**src/rtl/display_tx.sv**
```systemverilog
// display_tx -- LC-3 display output stage.
//
// Accepts stores to the Display Data Register (DDR) and sends the low byte
// of each stored word as a UART-style frame on txd. The frame is one start
// bit (0), eight data bits LSB first, and one stop bit (1). Each bit lasts
// CLK_DIV clocks. Characters are queued in a FIFO_DEPTH-entry FIFO, and the
// FIFO state is reported to software through DSR[15].
//
// Handshake: software must see dsr_ready=1 before it pulses ddr_wr. A
// ddr_wr that arrives while the FIFO is full (judged from the registered
// count before the edge) is dropped, and ovf pulses for one cycle. A pop on
// the same edge does not rescue that write. dsr_ready comes only from
// registered state, so there is no combinational path from ddr_wr to
// dsr_ready.
//
// Ports:
//   clk, rst_n  clock; asynchronous active-low reset
//   ddr_wr      one-cycle strobe: a DDR store has completed
//   ddr[15:0]   stored value; only [7:0] is sent
//   dsr[15:0]   {dsr_ready, 15'b0} for the IO read mux
//   dsr_ready   FIFO not full
//   txd         registered serial line; idles high
//   tx_busy     frame in progress or characters still queued
//   ovf         one-cycle pulse after a write is dropped
module display_tx #(
  parameter int CLK_DIV    = 16,
  parameter int FIFO_DEPTH = 4
) (
  input  logic        clk,
  input  logic        rst_n,
  input  logic        ddr_wr,
  input  logic [15:0] ddr,
  output logic [15:0] dsr,
  output logic        dsr_ready,
  output logic        txd,
  output logic        tx_busy,
  output logic        ovf
);

  localparam int BW = (CLK_DIV > 1) ? $clog2(CLK_DIV) : 1;
  localparam int PW = (FIFO_DEPTH > 1) ? $clog2(FIFO_DEPTH) : 1;
  localparam int CW = PW + 1;

  typedef enum logic [1:0] {IDLE, START, DATA, STOP} state_t;

  state_t        state, state_d;
  logic [CW-1:0] count;
  logic [PW-1:0] wr_ptr, rd_ptr;
  logic [7:0]    mem [FIFO_DEPTH];
  logic [BW-1:0] baud, baud_d;
  logic [7:0]    shift, shift_d;
  logic [2:0]    bit_idx, bit_idx_d;
  logic          txd_d;
  logic          full, empty, push, pop, bit_end;
  logic          unused_hi;

  // The upper byte of DDR is never transmitted.
  assign unused_hi = ^ddr[15:8];

  assign full      = (count == CW'(FIFO_DEPTH));
  assign empty     = (count == '0);
  assign push      = ddr_wr & ~full;
  assign bit_end   = (baud == BW'(CLK_DIV - 1));
  assign dsr_ready = ~full;
  assign dsr       = {dsr_ready, 15'b0};
  assign tx_busy   = (state != IDLE) | ~empty;

  // Next-state logic and the serialiser datapath.
  always_comb begin
    state_d   = state;
    baud_d    = baud;
    shift_d   = shift;
    bit_idx_d = bit_idx;
    txd_d     = txd;
    pop       = 1'b0;
    case (state)
      IDLE: begin
        txd_d  = 1'b1;
        baud_d = '0;
        if (!empty) begin
          pop     = 1'b1;
          shift_d = mem[rd_ptr];
          txd_d   = 1'b0;
          state_d = START;
        end
      end
      START: begin
        if (bit_end) begin
          baud_d    = '0;
          bit_idx_d = 3'd0;
          txd_d     = shift[0];
          state_d   = DATA;
        end else begin
          baud_d = baud + BW'(1);
        end
      end
      DATA: begin
        if (bit_end) begin
          baud_d = '0;
          if (bit_idx == 3'd7) begin
            txd_d   = 1'b1;
            state_d = STOP;
          end else begin
            // Drive the next bit now. The register then holds the
            // already-shifted value.
            shift_d   = {1'b0, shift[7:1]};
            txd_d     = shift[1];
            bit_idx_d = bit_idx + 3'd1;
          end
        end else begin
          baud_d = baud + BW'(1);
        end
      end
      STOP: begin
        if (bit_end) begin
          baud_d = '0;
          if (!empty) begin
            // Chain straight into the next start bit with no idle gap.
            pop     = 1'b1;
            shift_d = mem[rd_ptr];
            txd_d   = 1'b0;
            state_d = START;
          end else begin
            txd_d   = 1'b1;
            state_d = IDLE;
          end
        end else begin
          baud_d = baud + BW'(1);
        end
      end
      default: begin
        txd_d   = 1'b1;
        baud_d  = '0;
        state_d = IDLE;
      end
    endcase
  end

  always_ff @(posedge clk or negedge rst_n) begin
    if (!rst_n) begin
      state   <= IDLE;
      baud    <= '0;
      shift   <= '0;
      bit_idx <= '0;
      txd     <= 1'b1;
    end else begin
      state   <= state_d;
      baud    <= baud_d;
      shift   <= shift_d;
      bit_idx <= bit_idx_d;
      txd     <= txd_d;
    end
  end

  // FIFO bookkeeping. The contents need no reset because count=0 makes
  // them unreachable.
  always_ff @(posedge clk or negedge rst_n) begin
    if (!rst_n) begin
      count  <= '0;
      wr_ptr <= '0;
      rd_ptr <= '0;
      ovf    <= 1'b0;
    end else begin
      ovf <= ddr_wr & full;
      if (push) wr_ptr <= wr_ptr + PW'(1);
      if (pop)  rd_ptr <= rd_ptr + PW'(1);
      case ({push, pop})
        2'b10:   count <= count + CW'(1);
        2'b01:   count <= count - CW'(1);
        default: count <= count;
      endcase
    end
  end

  always_ff @(posedge clk) begin
    if (push) mem[wr_ptr] <= ddr[7:0];
  end

endmodule

```
**config.mk**
```make
export PLATFORM = sky130hd
export DESIGN_NAME = display_tx
export DESIGN_NICKNAME = d
export VERILOG_FILES = /design/src/rtl/display_tx.sv
export SDC_FILE = /design/constraint.sdc
export NUM_CORES = 1
export LEC_CHECK = 0
export ABC_AREA = 1
export CAP_MARGIN = 10
export CORE_MARGIN = 1.5
export CORE_UTILIZATION = 59
export CTS_BUF_LIST = sky130_fd_sc_hd__clkbuf_16
export DETAILED_ROUTE_END_ITERATION = 6
export PLACE_DENSITY_LB_ADDON = 0.08
export SLEW_MARGIN = 20
export SYNTH_ARGS = -nofsm -noshare
export SYNTH_HDL_FRONTEND = slang
export SYNTH_SLANG_ARGS = --single-unit
```
**constraint.sdc**
```tcl
create_clock -name clk -period 5.7 [get_ports clk]
set_clock_uncertainty 0.05 [all_clocks]
set_input_delay 1.71 -clock clk [delete_from_list [all_inputs] [get_ports clk]]
set_output_delay 1.71 -clock clk [all_outputs]
set_load 0.03 [all_outputs]
```
Word level (Yosys, flattened, before mapping):

Memory sizes are Yosys's and may differ from the RTL's.
Index checks and enable logic that the tools add are counted.

* flip-flop bits (word level): 26
* bits in latches: 0
* RAM bits: 32
* bits in read-only memories: 0
* input bits: 19
* word-level logic and storage cells: 76
* memories: 1

Memories
* mem: depth 4, bits a word 8, read ports 1, clocked after Yosys merged registers in 0, write ports 1, RTL line 49 `logic [7:0] mem [FIFO_DEPTH];`

* $add $sub $neg: 6
* multiply operators: 0
* divide/modulo/power cells: 0
* $lt $le $gt $ge: 0
* eq/ne operators: 14
* shifts and indexed selects: 0
* muxes and demuxes: 30
* bitwise logic cells: 5
* reductions and logical operators: 11

Operators with widths (count)
* $mux 8: 4
* $pmux 8 s3: 1
* $ne 2x2->1 const B: 6
* $pmux 3 s2: 2
* $mux 1: 10
* $mux 2: 5
* $mux 3: 3
* $pmux 2 s4: 1
* $pmux 4 s2: 1
* $reduce_and 4->1: 2
* $add 3x1->3 const B: 2
* $eq 2x2->1 const B: 3
* $eq 3x3->1 const B: 2
* $reduce_bool 2->1: 3
* $reduce_and 5->1: 1
* $add 2x1->2 const B: 2
* $add 4x1->4 const B: 1
* $eq 2x1->1 const B: 2
* $eq 4x4->1 const B: 1
* $mux 4: 1
* $pmux 1 s4: 1
* $logic_not 3->1: 1
* $reduce_and 3->1: 1
* $reduce_bool 3->1: 1
* 7 further kinds: 9

Logic depth before layout (Yosys ltp):

* depth after elaboration: 6
* depth in mapped cells: 12
* mapped depth without buffers: 12

Worst setup path after synthesis:

Ideal clock, no wire load.

* path type: input-to-reg
* start: input port ddr_wr
* end: register count[2]
* library setup time: 131 ps
* arrival: 2767 ps
* data required time: 5519 ps
* setup slack: 2752 ps
* stages: 7
* path buffers: 0
* cells stage by stage: nand2_2 ha_1 inv_1 fa_1 a21oi_1 o21ai_0 xor2_1

* longest elaborated chain between the ends: 3
* elaborated cells between the ends (all ways): 5
* those cells by class: eq/ne (2); mux (1); bitwise (1); reduce/logical (1)

Ends and longest elaborated chain
* start, declared: RTL line 31 `input logic ddr_wr,`
* $and 1x1->1 (*): RTL line 62 `assign push = ddr_wr & ~full;`
* $eq 2x1->1 / $eq 2x2->1 (equally long branches): RTL line 167 `case ({push, pop})`
* $pmux 3 s2 / $reduce_bool 2->1 (equally long branches)
* end signal, assigned: RTL line 168 `2'b10: count <= count + CW'(1);`
* end signal, assigned: RTL line 169 `2'b01: count <= count - CW'(1);`
* end signal, assigned: RTL line 170 `default: count <= count;`
* end, declared: RTL line 47 `logic [CW-1:0] count;`

Mark *: on every way between the ends. The rest lies on a longest branch, timed or not.
A chain may end at the register's enable or synchronous reset.

Final worst setup path:

* start: register state[0]
* end: output port tx_busy

* longest elaborated chain between the ends: 2

Ends and longest elaborated chain
* start, declared: RTL line 46 `state_t state, state_d;`
* start signal, assigned: RTL line 147 `state <= state_d;`
* $reduce_bool 2->1: RTL line 66 `assign tx_busy = (state != IDLE) | ~empty;`
* $or 1x1->1: RTL line 66
* end, declared: RTL line 36 `output logic tx_busy,`

Every way passes these cells.

==> results_dict.tcl <==
set metrics [dict create \
    yosys_warnings 0 \
    leakagePower_nw 1.49 \
    status "completed" \
    numPlacedInstances 352 \
    worst_skew_pair.late_latency_ns 0.32 \
    timing.final.crit_share 0.644 \
    htree_num_levels 3 \
    slowest_delay_ns 0.68 \
    hold_start "baud[0]" \
    layout.cells.most_common "sky130_fd_sc_hd__nand2_1" \
    cap_viol_max_count 0 \
    ctsHoldBuffers 0 \
    synth.lib_cells_used.distinct 33 \
    critPathMaxFanout 6 \
    crit_path_start_kind "flip-flop" \
    gp_routability_congestion 0.778 \
    multi_input_area_um2 996 \
    critical_path.cell_chain "inv_1 -> ha_1 -> nand2_1 -> clkdlybuf4s50_1" \
    layout.core_utilization 0.698 \
    timing.critical_path.max_delay_family "buffers and inverters" \
    die_h_um 72.7 \
    avgSynthCellArea_um2 9.82 \
    cts_sinks 58 \
    worstSetupEndpointType "output port" \
    cts-buffers-inserted 9 \
    die_area_um2 5290 \
    worst_ir_drop_vdd_uv 301 \
    viasPerCell 4.98 \
    worst_hold_path_type "flip-flop to flip-flop" \
    maxSlewViolCount 0 \
    slew_headroom 0.494 \
    post_synthesis_sequential_area_ratio 0.563 \
    longest_clk_path_bufs 2 \
    fp.dieW_um 72.7 \
    cts.repair.resized 0 \
    post_synth_instance_area_um2 2870 \
    layout.cell_area.non_filler_um2 3280 \
    n_antenna_cell 0 \
    routed_wire_length_per_instance_um 13.0 \
    postSynthRegisterBits 58 \
    crit-reg2reg-launch "state[0]" \
    drcViolationCount 0 \
    numPortBuffers 15 \
    finalNetCount 343 \
    worst_setup_hold_path_clk_slew_ns 0.05 \
    final-hold-violation-count 0 \
    cp.required_ns 3.94 \
    dr.pass1.iters 4 \
    setup-violations-final 0 \
    totalNegativeSetupSlack_ns 0 \
    cts-root-buf "sky130_fd_sc_hd__clkbuf_16" \
    cts_tree "yes" \
    grt_start_max_net_pins 27 \
    global_route.overflow_total 0 \
    via_count_of_the_first_global_routing_pass 1759 \
    area.growth.synth_to_final_pct 14.3 \
    ios 39 \
    fmax_mhz 272 \
    critPathSlowestCell "sky130_fd_sc_hd__clkdlybuf4s50_1" \
    final-seq-area_um2 1610 \
    worst_setup_path_startpoint "state[0]" \
    gr-usage-all-layers 0.209 \
    worstPathArrival_ns 1.91 \
    route.vias.total 1834 \
    n_fill_cell 334 \
    drive_gt1_frac 0.0828 \
    tightestPinTransition_ns 0.756 \
    floorplan.initialDensity 0.611 \
    instances_no_fill 368 \
    place.detailed.hpwl_um 3050 \
    final_cell_mix "sky130_fd_sc_hd__nand2_1, sky130_fd_sc_hd__inv_1, sky130_fd_sc_hd__nor2_1, sky130_fd_sc_hd__edfxtp_1, sky130_fd_sc_hd__dfrtp_1" \
    design.core.area_um2 4690 \
    critical_path_buf_inv_count 2 \
    timing_worst_setup_path_type "flip-flop to output port" \
    grt_first_pass_wirelength_um 8000 \
    detailed_router_s_first_iteration_violation_count 119 \
    layout_min_cycle_time_ns 3.67 \
    row_count 25 \
    route.antenna.remaining_nets 0 \
    synthCells 292 \
    rsz0062_at_grt "false" \
    grt_antenna_before_repair 0 \
    cts_setup_buffers 0 \
    power_density_nw_per_um2 385 \
    detailed_place.area_um2 2970 \
    drt_wl_total_um 4800 \
]
-- cell families after synthesis --
kind of cell / Yosys count / share of synthesized area
xor+xnor: 6 / 0.0183
buf+inv: 60 / 0.108
flops: 58 / 0.563
compound gates: 27 / 0.0572
other cells: 1 / 0.00131
fa+ha+maj: 15 / 0.0681
simple gates: 125 / 0.184
-- per-layer routing --
layer  vias to the layer above  routed length (um)  GRT usage
met1                       846                2280      0.268
met5                         -                   0          0
met2                        35                2230      0.324
li1                        944                   -          -
met3                         9                 212     0.0663
met4                         0                  74      0.101
-- area by class of cell --
type / instances / share of cell area
clock buffer: 9 / 0.0688
inverter: 36 / 0.0420
multi-input combinational: 188 / 0.304
sequential: 58 / 0.492
tap: 54 / 0.0206
clock inverter: 7 / 0.0241
timing repair buffer: 16 / 0.0481
-- Yosys cell counts --
| master | n | area (um^2) |
|---|---|---|
| sky130_fd_sc_hd__nand2_1 | 68 | 255 |
| sky130_fd_sc_hd__edfxtp_1 | 32 | 961 |
| sky130_fd_sc_hd__nor2_1 | 32 | 120 |
| sky130_fd_sc_hd__inv_1 | 31 | 116 |
| sky130_fd_sc_hd__dfrtp_1 | 25 | 626 |
| sky130_fd_sc_hd__buf_4 | 16 | 120 |
| sky130_fd_sc_hd__nand3_1 | 16 | 80.1 |
| sky130_fd_sc_hd__ha_1 | 14 | 175 |
| sky130_fd_sc_hd__o21ai_0 | 7 | 35.0 |
| sky130_fd_sc_hd__buf_2 | 6 | 30.0 |
| sky130_fd_sc_hd__o211ai_1 | 6 | 45.0 |
| sky130_fd_sc_hd__a21oi_1 | 5 | 25.0 |
| sky130_fd_sc_hd__inv_2 | 4 | 15.0 |
| sky130_fd_sc_hd__o21ai_1 | 4 | 20.0 |
| sky130_fd_sc_hd__xor2_1 | 4 | 35.0 |
| sky130_fd_sc_hd__buf_6 | 2 | 22.5 |
| sky130_fd_sc_hd__nand2_2 | 2 | 12.5 |
| sky130_fd_sc_hd__nor2_2 | 2 | 12.5 |
| sky130_fd_sc_hd__xnor2_1 | 2 | 17.5 |
| sky130_fd_sc_hd__a21oi_2 | 1 | 8.76 |
| sky130_fd_sc_hd__a31oi_1 | 1 | 6.26 |
| sky130_fd_sc_hd__conb_1 | 1 | 3.75 |
| sky130_fd_sc_hd__dfstp_2 | 1 | 26.3 |
| sky130_fd_sc_hd__fa_1 | 1 | 20.0 |
| sky130_fd_sc_hd__inv_4 | 1 | 6.26 |
| sky130_fd_sc_hd__nand3_2 | 1 | 10.0 |
| sky130_fd_sc_hd__nand3_4 | 1 | 17.5 |
| sky130_fd_sc_hd__nand3b_1 | 1 | 7.51 |
| sky130_fd_sc_hd__nand4_1 | 1 | 6.26 |
| sky130_fd_sc_hd__o21ai_2 | 1 | 8.76 |
| sky130_fd_sc_hd__o21bai_1 | 1 | 7.51 |
| sky130_fd_sc_hd__o31ai_1 | 1 | 7.51 |
| sky130_fd_sc_hd__or2_1 | 1 | 6.26 |
-- path summary, 6_finish.rpt --
check                                 to  slack (ns)  cells after the start
worst min-delay path             baud[0]        0.41                      1
worst max-delay path             tx_busy        2.03                      4
worst min register to register   baud[0]        0.41                      1
min in group asynchronous       shift[7]        1.71                      2
worst max register to register  count[2]        3.26                     11
max in group asynchronous            txd        3.59                      2
-- worst reg2reg max path, cell delays in order (launching register included) --
cell	delay [ns]
sky130_fd_sc_hd__dfrtp_1	0.45
sky130_fd_sc_hd__inv_1	0.13
sky130_fd_sc_hd__ha_1	0.37
sky130_fd_sc_hd__nor2_1	0.12
sky130_fd_sc_hd__nand2_1	0.12
sky130_fd_sc_hd__inv_1	0.09
sky130_fd_sc_hd__ha_1	0.14
sky130_fd_sc_hd__inv_1	0.07
sky130_fd_sc_hd__fa_1	0.37
sky130_fd_sc_hd__a21oi_1	0.14
sky130_fd_sc_hd__o21ai_0	0.11
sky130_fd_sc_hd__xor2_1	0.15
-- sequential cells by signal (all words and copies together) (netlist names), 2 cells and up --
| signal | count |
|---|---|
| rd_ptr | 2 |
| mem | 32 |
| count | 3 |
| state | 2 |
| baud | 4 |
| wr_ptr | 2 |
| shift | 8 |
| bit_idx | 3 |
-- where the power goes --
group | switching [mW] | leakage, nW | internal, mW
registers | 0.0221 | 0.612 | 0.515
clock network | 0.171 | 0.158 | 0.374
logic | 0.123 | 0.721 | 0.0575
total | 0.315 | 1.49 | 0.946
-- per-stage QoR --
stage / hold WS, ns / total power, mW / worst slack, ns
2_1_floorplan: 0.380 / 0.681 / 2.75
3_3_place_gp: 0.400 / 0.722 / 2.21
3_5_place_dp: 0.403 / 0.727 / 2.19
4_1_cts: 0.417 / 1.27 / 2.02
5_1_grt: 0.437 / 1.32 / 1.94
6_report: 0.415 / 1.26 / 2.03
(Power assumes the default switching activity.)
